[config.mk]
export PLATFORM = sky130hd
export DESIGN_NAME = dsp_program_sequencer
export DESIGN_NICKNAME = d
export VERILOG_FILES = /design/src/rtl/dsp_pkg.sv /design/src/rtl/dsp_program_sequencer.sv
export SDC_FILE = /design/constraint.sdc
export NUM_CORES = 1
export LEC_CHECK = 0
export CAP_MARGIN = 20
export CORE_MARGIN = 10
export CORE_UTILIZATION = 46
export CTS_CLUSTER_DIAMETER = 100
export DETAILED_ROUTE_END_ITERATION = 6
export PLACE_DENSITY_LB_ADDON = 0.15
export RECOVER_POWER = 100
export SLEW_MARGIN = 30
export SYNTH_ARGS = -nofsm -noshare
export SYNTH_HDL_FRONTEND = slang
export SYNTH_SLANG_ARGS = --single-unit
[constraint.sdc]
create_clock -name clk -period 2.9 [get_ports clk]
set_input_delay 0.29 -clock clk [delete_from_list [all_inputs] [get_ports clk]]
set_output_delay 0.29 -clock clk [all_outputs]
set_load 0.01 [all_outputs]
[src/rtl/dsp_pkg.sv]
// -----------------------------------------------------------------------------
// dsp_pkg
// Definitions shared between dsp_core and its program sequencer: the
// instruction word layout, opcode encodings, the NOP word and the default
// pipeline depth that sits behind instruction issue.
// No ports (package).
// -----------------------------------------------------------------------------
package dsp_pkg;

    localparam int INSTR_WIDTH     = 26;
    localparam int OPCODE_WIDTH    = 6;
    localparam int OPER_ADDR_WIDTH = 10;

    // read, ex1, ex2, writeback
    localparam int DRAIN_CYCLES    = 4;

    typedef enum logic [OPCODE_WIDTH-1:0] {
        OP_NOP   = 6'h00,
        OP_LOAD  = 6'h01,
        OP_MAC   = 6'h02,
        OP_ADD   = 6'h03,
        OP_MUL   = 6'h04,
        OP_STORE = 6'h05
    } opcode_t;

    typedef struct packed {
        opcode_t                    opcode;
        logic [OPER_ADDR_WIDTH-1:0] sample_addr;
        logic [OPER_ADDR_WIDTH-1:0] param_addr;
    } instr_t;

    // The core treats the all-zero word as a no-operation.
    localparam instr_t INSTR_NOP = '0;

endpackage

[src/rtl/dsp_program_sequencer.sv]
// -----------------------------------------------------------------------------
// dsp_program_sequencer
// Per-sample instruction sequencer for one dsp_core. A sample_start strobe
// accepted while idle reads prog_len words from a synchronous program RAM and
// hands them to the core one per clock, then issues NOPs while the core
// pipeline drains and pulses done in the first idle cycle.
//
// Optional feature macro: DSP_PROGRAM_SWAP_EN (double-buffered program banks).
//
// Ports
//   clk, reset_n     clock; asynchronous active-low reset
//   i_sample_start   1-cycle strobe, starts a frame when idle
//   i_prog_len       instruction count, captured on an accepted start
//                    (values above 2**PROG_ADDR_WIDTH are clamped)
//   o_prog_rd_addr   program RAM address (MSB = active bank with swap enabled)
//   o_prog_rd_en     program RAM read enable
//   i_prog_rd_data   program RAM data, valid one cycle after address/enable
//   o_instruction    instruction to dsp_core, NOP when not issuing
//   o_busy           high from the cycle after an accepted start until done
//   o_done           1-cycle pulse when the last instruction left writeback
//   o_overrun        sticky, set by a start while busy
//   i_overrun_clr    clears o_overrun (a simultaneous new overrun wins)
//   i_swap_req       (swap only) request a bank toggle at the next start
//   o_swap_ack       (swap only) pulses the cycle after the toggling start
// -----------------------------------------------------------------------------
module dsp_program_sequencer #(
    parameter int INSTR_WIDTH     = dsp_pkg::INSTR_WIDTH,
    parameter int PROG_ADDR_WIDTH = 10,
    parameter int DRAIN_CYCLES    = dsp_pkg::DRAIN_CYCLES
) (
    input  logic                       clk,
    input  logic                       reset_n,
    input  logic                       i_sample_start,
    input  logic [PROG_ADDR_WIDTH:0]   i_prog_len,
`ifdef DSP_PROGRAM_SWAP_EN
    output logic [PROG_ADDR_WIDTH:0]   o_prog_rd_addr,
    input  logic                       i_swap_req,
    output logic                       o_swap_ack,
`else
    output logic [PROG_ADDR_WIDTH-1:0] o_prog_rd_addr,
`endif
    output logic                       o_prog_rd_en,
    input  logic [INSTR_WIDTH-1:0]     i_prog_rd_data,
    output logic [INSTR_WIDTH-1:0]     o_instruction,
    output logic                       o_busy,
    output logic                       o_done,
    output logic                       o_overrun,
    input  logic                       i_overrun_clr
);
    import dsp_pkg::*;

    // Drain lasts DRAIN_CYCLES+2 cycles so that done lands exactly when the
    // final word has left writeback; the counter runs 0..DRAIN_CYCLES+1.
    localparam int                       CNT_W      = $clog2(DRAIN_CYCLES + 2);
    localparam logic [CNT_W-1:0]         DRAIN_LAST = CNT_W'(DRAIN_CYCLES + 1);
    localparam logic [CNT_W-1:0]         CNT_ONE    = CNT_W'(1);
    localparam logic [PROG_ADDR_WIDTH-1:0] PC_ONE   = PROG_ADDR_WIDTH'(1);
    localparam logic [PROG_ADDR_WIDTH:0] MAX_LEN    = {1'b1, {PROG_ADDR_WIDTH{1'b0}}};

    typedef enum logic [1:0] {
        S_IDLE  = 2'd0,
        S_RUN   = 2'd1,
        S_DRAIN = 2'd2
    } seq_state_t;

    seq_state_t                 r_state;
    seq_state_t                 w_next_state;
    logic [PROG_ADDR_WIDTH-1:0] r_pc;
    logic [PROG_ADDR_WIDTH-1:0] r_last;
    logic [CNT_W-1:0]           r_drain_cnt;
    logic                       r_issue_vld;
    logic                       r_done;
    logic                       r_overrun;

    logic                       w_start_acc;
    logic                       w_start_busy;
    logic                       w_len_zero;
    logic                       w_pc_last;
    logic                       w_drain_last;
    logic [PROG_ADDR_WIDTH:0]   w_len_clamped;
    logic [PROG_ADDR_WIDTH-1:0] w_rd_addr_lo;

    assign w_start_acc   = i_sample_start && (r_state == S_IDLE);
    assign w_start_busy  = i_sample_start && (r_state != S_IDLE);
    assign w_len_zero    = (i_prog_len == '0);
    assign w_len_clamped = (i_prog_len > MAX_LEN) ? MAX_LEN : i_prog_len;
    assign w_pc_last     = (r_pc == r_last);
    assign w_drain_last  = (r_drain_cnt == DRAIN_LAST);

    // State register
    always_ff @(posedge clk or negedge reset_n) begin
        if (!reset_n) begin
            r_state <= S_IDLE;
        end else begin
            r_state <= w_next_state;
        end
    end

    // Next-state logic
    always_comb begin
        w_next_state = r_state;
        case (r_state)
            S_IDLE:  if (w_start_acc)  w_next_state = w_len_zero ? S_DRAIN : S_RUN;
            S_RUN:   if (w_pc_last)    w_next_state = S_DRAIN;
            S_DRAIN: if (w_drain_last) w_next_state = S_IDLE;
            default: w_next_state = S_IDLE;
        endcase
    end

    // Output logic
    always_comb begin
        o_prog_rd_en = 1'b0;
        w_rd_addr_lo = '0;
        o_busy       = 1'b0;
        case (r_state)
            S_RUN: begin
                o_prog_rd_en = 1'b1;
                w_rd_addr_lo = r_pc;
                o_busy       = 1'b1;
            end
            S_DRAIN: o_busy = 1'b1;
            default: ;
        endcase
        // Gate on the delayed enable so the RAM's held output is never re-issued.
        o_instruction = r_issue_vld ? i_prog_rd_data : INSTR_WIDTH'(INSTR_NOP);
    end

    // Program counter and drain counter. The last-address register keeps the
    // full 2**PROG_ADDR_WIDTH length representable: its low bits minus one
    // wrap to the top address, and pc saturates there instead of wrapping.
    always_ff @(posedge clk or negedge reset_n) begin
        if (!reset_n) begin
            r_pc        <= '0;
            r_last      <= '0;
            r_drain_cnt <= '0;
        end else if (w_start_acc) begin
            r_pc        <= '0;
            r_last      <= w_len_clamped[PROG_ADDR_WIDTH-1:0] - PC_ONE;
            r_drain_cnt <= '0;
        end else begin
            if ((r_state == S_RUN) && !w_pc_last) begin
                r_pc <= r_pc + PC_ONE;
            end
            if ((r_state == S_DRAIN) && !w_drain_last) begin
                r_drain_cnt <= r_drain_cnt + CNT_ONE;
            end
        end
    end

    // Issue-valid, done pulse and sticky overrun
    always_ff @(posedge clk or negedge reset_n) begin
        if (!reset_n) begin
            r_issue_vld <= 1'b0;
            r_done      <= 1'b0;
            r_overrun   <= 1'b0;
        end else begin
            r_issue_vld <= (r_state == S_RUN);
            r_done      <= (r_state == S_DRAIN) && w_drain_last;
            if (w_start_busy) begin
                r_overrun <= 1'b1;
            end else if (i_overrun_clr) begin
                r_overrun <= 1'b0;
            end
        end
    end

    assign o_done    = r_done;
    assign o_overrun = r_overrun;

`ifdef DSP_PROGRAM_SWAP_EN
    logic r_bank;
    logic r_pending;
    logic r_swap_ack;

    // The bank toggles on the accepting edge so the frame's first read already
    // uses the new bank. A request arriving together with that start is kept
    // pending for the following frame.
    always_ff @(posedge clk or negedge reset_n) begin
        if (!reset_n) begin
            r_bank     <= 1'b0;
            r_pending  <= 1'b0;
            r_swap_ack <= 1'b0;
        end else begin
            r_swap_ack <= w_start_acc && r_pending;
            if (w_start_acc && r_pending) begin
                r_bank    <= ~r_bank;
                r_pending <= i_swap_req;
            end else if (i_swap_req) begin
                r_pending <= 1'b1;
            end
        end
    end

    assign o_prog_rd_addr = {r_bank, w_rd_addr_lo};
    assign o_swap_ack     = r_swap_ack;
`else
    assign o_prog_rd_addr = w_rd_addr_lo;
`endif

endmodule
After elaboration in Yosys (flattened, before gate mapping)
Index checks and enable logic that the tools add are counted.

Add/subtract/negate cells: 3. Magnitude comparators: 1. Eq/ne operators: 7. Mux-type cells: 16. Reduce and logical (&&, ||, !) cells: 15.

Operators with widths (number): $mux W10 (4); $mux W26 (1); $gt A11 B11 Y1 const B (1); $logic_not A11 Y1 (1); $add A10 B1 Y10 const B (1); $eq A10 B10 Y1 (1); $sub A10 B1 Y10 const B (1); $mux W2 (4); $reduce_bool A2 Y1 (4); $mux W3 (2); $ne A2 B2 Y1 const B (3); $pmux W2 S3 (1); $logic_and A1 B1 Y1 (5); $mux W1 (4); $add A3 B1 Y3 const B (1); $eq A3 B3 Y1 const B (1); $reduce_and A3 Y1 (1); $eq A2 B1 Y1 const B (1); $eq A2 B2 Y1 const B (1); $logic_not A1 Y1 (2); $logic_not A2 Y1 (1); $reduce_or A2 Y1 (1).

Register bits after elaboration: 28. Input bits: 41. Output and inout bits: 40. Logic and storage cells: 49.

Longest topological paths before layout
Word-level depth: 5. Mapped depth: 7.

Worst setup path before layout
OpenSTA, ideal clock, no wires.

Kind: register to register. Start point: reg r_state[1]. End point: reg r_pc[9]. Setup time: 0.078 ns. Arrival: 1.722 ns. Path slack: 1.100 ns. Cell stages (with the launch flop): 7. Path buffers: 0. Cells stage by stage: dfrtp_1 inv_1 ha_1 and2_1 nand3_1 or4_1 a21oi_1.

Word-level cells in the longest chain between the ends: 3. Elaborated cells on any way between the ends: 6. Classes of those cells: 1 x eq/ne; 1 x mux; 4 x reduce/logical.

RTL lines: start: declaration (RTL line dsp_program_sequencer.sv:66) `seq_state_t r_state;`; start signal: assignment (RTL line dsp_program_sequencer.sv:95) `r_state <= w_next_state;`; $eq A2 B1 Y1 or $logic_not A2 Y1 (tied branches) (RTL line dsp_program_sequencer.sv:141, dsp_program_sequencer.sv:83); $logic_and A1 B1 Y1, on equally long branches (RTL line dsp_program_sequencer.sv:141, dsp_program_sequencer.sv:83); $reduce_bool A2 Y1 (no source line) or $mux W10 (tied branches); end signal: assignment (RTL line dsp_program_sequencer.sv:142) `r_pc <= r_pc + PC_ONE;`; end: declaration (RTL line dsp_program_sequencer.sv:68) `logic [PROG_ADDR_WIDTH-1:0] r_pc;`.

Parallel ways exist; a longest one is shown, timed or not. A chain may end at the register's enable or synchronous reset.

Worst setup path in the final report
Start point: reg r_pc[1]. End point: reg r_pc[6].

Word-level cells in the longest chain between the ends: 4. Elaborated cells on any way between the ends: 7. Classes of those cells: 1 x add/sub; 1 x eq/ne; 2 x mux; 3 x reduce/logical.

RTL lines: parallel branches: the longest is 4 deep, another holds $add A10 B1 Y10.

Several ways; the timed one is not identified. The select of a mux whose other input is x is not followed.

==> metrics.txt <==
asr flop ratio synth 1.00; Avg Cell Area, Syn between 8 and 9 um2; setup ws final roughly 0.46 ns; # fillers 335; vias in the first global route 1,719; #FFs+latches synth 28; slew of the pin with the lowest slew margin approximately 1.5 ns; most used routing layer in global routing met2; leakage dissipation ~0.0011 uW; die height approximately 84 um; Final Core Density 0.694; Vias about 1,800; PD cells between 200 and 300 nW/um2; Setup Skew between 0.002 and 0.003 ns; Setup TNS Final 0 ns; Max-Cap Viols 1; Tot Pwr roughly 800 uW; total die area between 7000 and 8000 um2; fin. max-slew vios 28; Finish-stage setup viols 0; cts hold-fix bufs 0; WHS Endpoint o_overrun$_DFFE_PN0P_; count leader, synth and2_1; Yosys top cell by area dfrtp_1; clk slew on worst S/H paths around 0.10 ns; finished layout cell area about 2800 um2; Final Hold Violating Endpoints 0; top_reg_cell synth dfrtp_1; Setup Buffers After CTS 0; critical path arrival approximately 2.6 ns; # H-tree levels 1; Area Growth Syn to Fin 47.1%; Routed Antenna Nets 0; Final nets 338; Total GRT Usage 0.151; Syn. warnings 0; Critical path origin r_pc[1]$_DFFE_PN0P_; # diodes 0; worst hold path depth 1; chip width roughly 84 um; DP Area around 2700 um2; CTS resizes 0; Cell Rows 23; reg2reg end r_pc[6]$_DFFE_PN0P_; antenna violations before repair 0; GP Congestion 0.827; IO Port Bufs 80; Worst R2R Path Depth 5; Cell variety after synth 43; Clock Sinks 28; core area approximately 4000 um2; Via density approximately 5.3; CTS tree done; largest net degree at the start of global routing 29; initial core utilization 0.472; syn nets around 260; M1 GR Usage 0.194; met2 Use GR 0.238; Root Buffer clkbuf_8; top cells by area, synth dfrtp_1 37%, and2_1 12%, xnor2_1 6.1%; DP HPWL roughly 4400 um; first-pass GRT wire length around 8900 um; failing checks max-capacitance violations, max-slew violations; Seq/Total Area, Yosys 0.374; worst setup slack after placement 0.428 ns; critical path type reg2reg; Synth top area share 0.374; layout cells sized above 1 0.0519; Final min period 2.44 ns; I/O pin cnt 81; Worst VDD drop between 150 and 200 uV; Required @ worst endpoint slightly above 3 ns; total gr overflow 0; Iteration-0 DRC Markers 99; status complete, but fails checks; Slew HR -0.00101; worst skew pair latency between 0.2 and 0.3 ns; Commonest cells post-synth 36 x and2_1, 28 x dfrtp_1, 18 x nand2_1; number of synthesized flops with an enable pin 0; WL/cell 15.9 um; reg-to-reg slack, setup ~0.46 ns; CP max FO 10; deepest clock path buffer count 2; CTS buffer count 3; worst hold start o_overrun$_DFFE_PN0P_; worst r2r src r_pc[1]$_DFFE_PN0P_; met3 Use GR 0.0361; Max Freq 410 MHz; startpoint types flip-flop; Worst Setup End Kind flip-flop; WL final about 5400 um; Syn Inst Count 210; mapped cell area between 1500 and 2000 um2; Pre-antenna DRT Iters 4; part of the cycle the worst path needs 0.840; DRC Markers 0; Min-Delay Path Class reg2reg; RSZ-0062 raised after global routing no
==> sequential cells by signal, indices dropped and copies added (netlist names) <==
signal / cells
r_state: 2
r_drain_cnt: 3
o_overrun: 1
r_last: 10
r_issue_vld: 1
o_done: 1
r_pc: 10
==> logic make-up after synthesis <==
family,Yosys count,synth area share
buf+inv,13,0.0281
flops,28,0.374
simple gates,100,0.305
mux,3,0.0167
xor+xnor,17,0.0835
compound gates,42,0.146
fa+ha+maj,7,0.0468
==> worst max-delay path by stage <==
stage | to | slack (ns) | cells past startpoint
2_1_floorplan | r_pc[9]$_DFFE_PN0P_ | 1.10 | 6
3_3_place_gp | r_last[6]$_DFFE_PN0P_ | 0.49 | 8
3_5_place_dp | r_last[6]$_DFFE_PN0P_ | 0.43 | 8
4_1_cts | o_prog_rd_addr[6] | 0.51 | 4
5_1_grt | r_pc[3]$_DFFE_PN0P_ | 0.26 | 5
6_report | r_pc[6]$_DFFE_PN0P_ | 0.46 | 5
==> critical path: stages (launching register included) <==
cell	delay, ns
dfrtp_1	0.47
xnor2_1	0.30
nand4_4	0.14
o31ai_1	1.04
o21ai_0	0.23
a21oi_1	0.17
==> layer usage <==
metal,wire length [um],vias up
met5,0,-
met2,2310,82
met3,351,7
met1,2650,817
li1,-,882
met4,98,0
==> report_power, final <==
group          switching, uW  total (uW)  internal (uW)  leakage (uW)
sequential             0.343         391            391      0.000342
clock                    124         246            122     0.0000288
combinational           55.8         150           94.1      0.000690
==> placed cells by master, fill, tap and decap left out, types with 3 or more instances in the layout <==
cell type,n
o21ai_0,10
a21oi_1,14
and2_0,20
clkbuf_8,4
nand3_1,5
clkdlybuf4s50_1,56
nor3_1,3
dlygate4sd3_1,24
dfrtp_1,28
xnor2_1,13
xor2_1,3
o31ai_1,5
and2_1,16
or3_1,4
nand2_1,18
o31a_1,3
nor2_1,16
ha_1,7
inv_1,6
==> cell type report <==
| type | instances | area, um2 | share of cell area |
|---|---|---|---|
| repair buffers | 82 | 808 | 0.293 |
| well taps | 50 | 62.6 | 0.0227 |
| flip-flops and latches | 28 | 701 | 0.254 |
| inverters | 6 | 22.5 | 0.00817 |
| clock buffers | 4 | 55.1 | 0.0200 |
| multi-input cells | 169 | 1110 | 0.401 |
==> metrics by stage <==
stage | cells | hold WS, ns
2_1_floorplan | 210 | -0.00559
3_3_place_gp | 335 | 0.483
3_5_place_dp | 335 | 0.489
4_1_cts | 339 | 0.402
5_1_grt | 339 | 0.538
6_report | 339 | 0.498
(Power assumes the default switching activity.)
==> RTL edit 1: new RTL, config.mk and constraints unchanged <==
Set the parameter `PROG_ADDR_WIDTH` to 11 (it was 10).
--- a/src/rtl/dsp_program_sequencer.sv
+++ b/src/rtl/dsp_program_sequencer.sv
@@ -25,7 +25,7 @@
 // -----------------------------------------------------------------------------
 module dsp_program_sequencer #(
     parameter int INSTR_WIDTH     = dsp_pkg::INSTR_WIDTH,
-    parameter int PROG_ADDR_WIDTH = 10,
+    parameter int PROG_ADDR_WIDTH = 11,
     parameter int DRAIN_CYCLES    = dsp_pkg::DRAIN_CYCLES
 ) (
     input  logic                       clk,
Ports: changed (resized i_prog_len and o_prog_rd_addr); port bits go from 81 to 83. The function was not compared with the original's and may differ.
==> RTL edit 1 against the unedited design <==
  * The run still ends with capacitance limit, slew limit left
  * Global-route usage increased by 0.41 points
  * Final area increased by 6.2%
  * Sequential share of layout area increased by 0.22 points
  * Register-to-register slack improved by 0.14 ns
  * Non-clock buffer count increased by 1
  * Synthesized area increased by 7.3%
  * Wire length increased by 4.8%
  * Critical path type is now reg -> out
  * Highest routed layer unchanged
  * Setup slack improved by 0.055 ns
  * Sequential cell count increased by 2
Power is not compared: it rests on default switching activity, and its combinational part moved more than twofold at a synthesized area within 25%.
==> RTL edit 1: results <==
[worst_setup_path]
cp-endpoint = o_prog_rd_addr[2]
arrival_ns = 2.09
critPathMaxStageDelay_ns = 0.60
cpLargestDelayFamily = buffers and inverters
timing.rr.end = r_state[0]$_DFFE_PN0P_
crit_fanout = 17
r2r_slack_ns = 0.60
slowest_stage = dlygate4sd3_1

[clocking]
cts_buffers = 5
cts.clk_slew.worst_paths_ns = 0.06

[sta]
slew_violations = 31
fin_skew_ns = 0.00633
holdWs_ns = 0.493

[status]
status = finished with violations
failed_checks = capacitance limit, slew limit

[cells_and_area]
clkbuf_count = 7
design.seq.count = 30
register_area_sq_um = 751
multi_input_cells = 183
drive_gt1_share_pct = 6.71

[logic_synthesis]
synthAdderAreaFrac_pct = 4.36
synth_common_cells = and2_1, dfrtp_1, nand2_1
synth.distinct_cells = 46
synthXorXnorAreaFrac_pct = 7.85

[placed_design]
placed_area_sq_um = 2860
gp_congestion = 0.813
hpwlAfterDp_um = 4670

[flow_run]
drv_cap = 1

[grt]
grt_max_degree = 31

[routing]
drt_iter0_drc = 139
avgViaCountPerCell = 5.22
## RTL edit 1: cell count changes after synthesis, moves of 2 or more
cell	delta
or3_1	-4
o21ai_0	+5
or4_1	+2
nor2_1	+4
o31a_1	-3
or3_2	+3
xnor2_1	+2
nor3_1	-2
inv_1	+3
dfrtp_1	+2
o211ai_1	+2
nand2_1	+4
## RTL edit 1: cell families (layout without fill, tap and decap cells)
kind of cell | Yosys count | count (layout)
buf+inv | 17 | 100
fa+ha+maj | 7 | 7
simple gates | 109 | 109
xor+xnor | 18 | 18
compound gates | 46 | 46
mux | 3 | 3
flops | 30 | 30
## RTL edit 1: layer usage
| metal | track usage [%] | up-vias | share of wire, % |
|---|---|---|---|
| met4 | 4.04 | 0 | 0.97 |
| met3 | 3.41 | 5 | 6.0 |
| met1 | 19.6 | 851 | 46 |
| li1 | - | 962 | - |
| met5 | 0 | - | 0 |
| met2 | 25.8 | 78 | 47 |
==> RTL edit 2: new RTL, same settings <==
Made on the original files. The output `o_done` loses its register stage (`r_done` becomes a continuous assignment).
--- a/src/rtl/dsp_program_sequencer.sv
+++ b/src/rtl/dsp_program_sequencer.sv
@@ -151,11 +151,9 @@
     always_ff @(posedge clk or negedge reset_n) begin
         if (!reset_n) begin
             r_issue_vld <= 1'b0;
-            r_done      <= 1'b0;
             r_overrun   <= 1'b0;
         end else begin
             r_issue_vld <= (r_state == S_RUN);
-            r_done      <= (r_state == S_DRAIN) && w_drain_last;
             if (w_start_busy) begin
                 r_overrun <= 1'b1;
             end else if (i_overrun_clr) begin
@@ -163,6 +161,8 @@
             end
         end
     end
+
+    assign r_done = (r_state == S_DRAIN) && w_drain_last;
 
     assign o_done    = r_done;
     assign o_overrun = r_overrun;
Formal check against the unedited RTL: not equivalent (Yosys sat finds a counterexample within 10 cycles, from zero or initial values and one cycle with reset_n low).
==> RTL edit 2 against the unedited design <==
  * Setup slack gained 0.030 ns
  * Count of clock-buffer cells in the layout unchanged
  * Utilization up 2.5 points
  * Power decreased by 6.2%
  * Synthesized cell count decreased by 0.48%
  * Final area down 1.6%
  * Sequential share of layout area shrank 0.50 points
  * Critical path type unchanged
  * Hold slack gained 0.00078 ns
  * Synthesized area shrank 1.3%
  * Sequential cell count fell by 1
  * Wire length shrank 1.6%
  * Maximum frequency rose by 1.3%
  * Non-clock buffer count unchanged
==> RTL edit 2: results <==
[placed_design]
hpwlAfterDp_um = 4410
dp_cells = 332
gp_congestion = 0.807
placed_area_sq_um = 2690

[logic_synthesis]
synth_compound_area_share_pct = 14.8
netlist_instances = 209
ys_top_cells_by_area = dfrtp_1, and2_1, xnor2_1
synthMuxAreaShare_pct = 1.69
ys_seq_area_share_pct = 36.6
synth-main-ff-cell = dfrtp_1
synth_common_cells = and2_1, dfrtp_1, nand2_1
synthAdderAreaFrac_pct = 4.74
syn-num-nets = 257

[routing]
met3RoutedLength_um = 502
drt-total-wl_um = 5320
num_vias = 1776
drt_iter0_drc = 80
wl_met1_um = 2500

[pwr]
combPwrFrac_pct = 20.3
seq_cell_power_uw = 377
p_leak_uw = 0.00105
swShare_pct = 22.9
peakVddDrop_v = 0.000224
switching_power_uw = 169

[cells_and_area]
drive_gt1_share_pct = 4.51
final_cells = 336

[grt]
grt_max_degree = 28
first_global_vias = 1681
groute.layer.met1.usage_pct = 19.6
grt_pass1_wl_um = 8850
track_usage_pct = 14.8
met3_usage_pct = 4.20

[sta]
fin_skew_ns = 0.00588
worstMarginPinSlew_ns = 1.44

[worst_setup_path]
arrival_ns = 2.61

[status]
status = finished clean
[RTL edit 2: cell types whose count changed after synthesis]
| cell | change |
|---|---|
| dfrtp_1 | -1 |
[RTL edit 2: per-stage QoR]
| step | worst slack (ns) | hold WS (ns) |
|---|---|---|
| final | 0.493 | 0.499 |
| after CTS | 0.516 | 0.397 |
| after global placement | 0.513 | 0.483 |
| after detailed placement | 0.441 | 0.487 |
| after floorplan | 1.10 | -0.00559 |
| after global routing | 0.195 | 0.536 |
[RTL edit 2: final timing paths]
| path | startpoint | end | slack, ns | cells after the start |
|---|---|---|---|---|
| min in group asynchronous | reset_n | r_pc[6]$_DFFE_PN0P_ | 0.88 | 2 |
| hold reg to reg | o_overrun$_DFFE_PN0P_ | o_overrun$_DFFE_PN0P_ | 0.50 | 1 |
| setup reg to reg | r_pc[2]$_DFFE_PN0P_ | r_pc[6]$_DFFE_PN0P_ | 0.49 | 5 |
| max in group asynchronous | reset_n | o_overrun$_DFFE_PN0P_ | 1.17 | 2 |
| setup / recovery | r_pc[2]$_DFFE_PN0P_ | r_pc[6]$_DFFE_PN0P_ | 0.49 | 5 |
| hold / removal | o_overrun$_DFFE_PN0P_ | o_overrun$_DFFE_PN0P_ | 0.50 | 1 |
[RTL edit 2: area by class of cell]
class | instances | area (sq um)
repair buffers | 82 | 808
well taps | 48 | 60.1
flip-flops and latches | 27 | 676
multi-input cells | 169 | 1100
inverters | 6 | 22.5
fillers | 312 | 1060
clock buffers | 4 | 45.0
[RTL edit 2: cell families (layout without fill, tap and decap cells)]
family                   Yosys count  after routing
XOR/XNOR                          17             17
multiplexers                       3              3
buffers and inverters             13             92
AND/OR/NAND/NOR                  100            100
flip-flops                        27             27
adder cells (fa/ha/maj)            7              7
AO/OA/AOI/OAI                     42             42
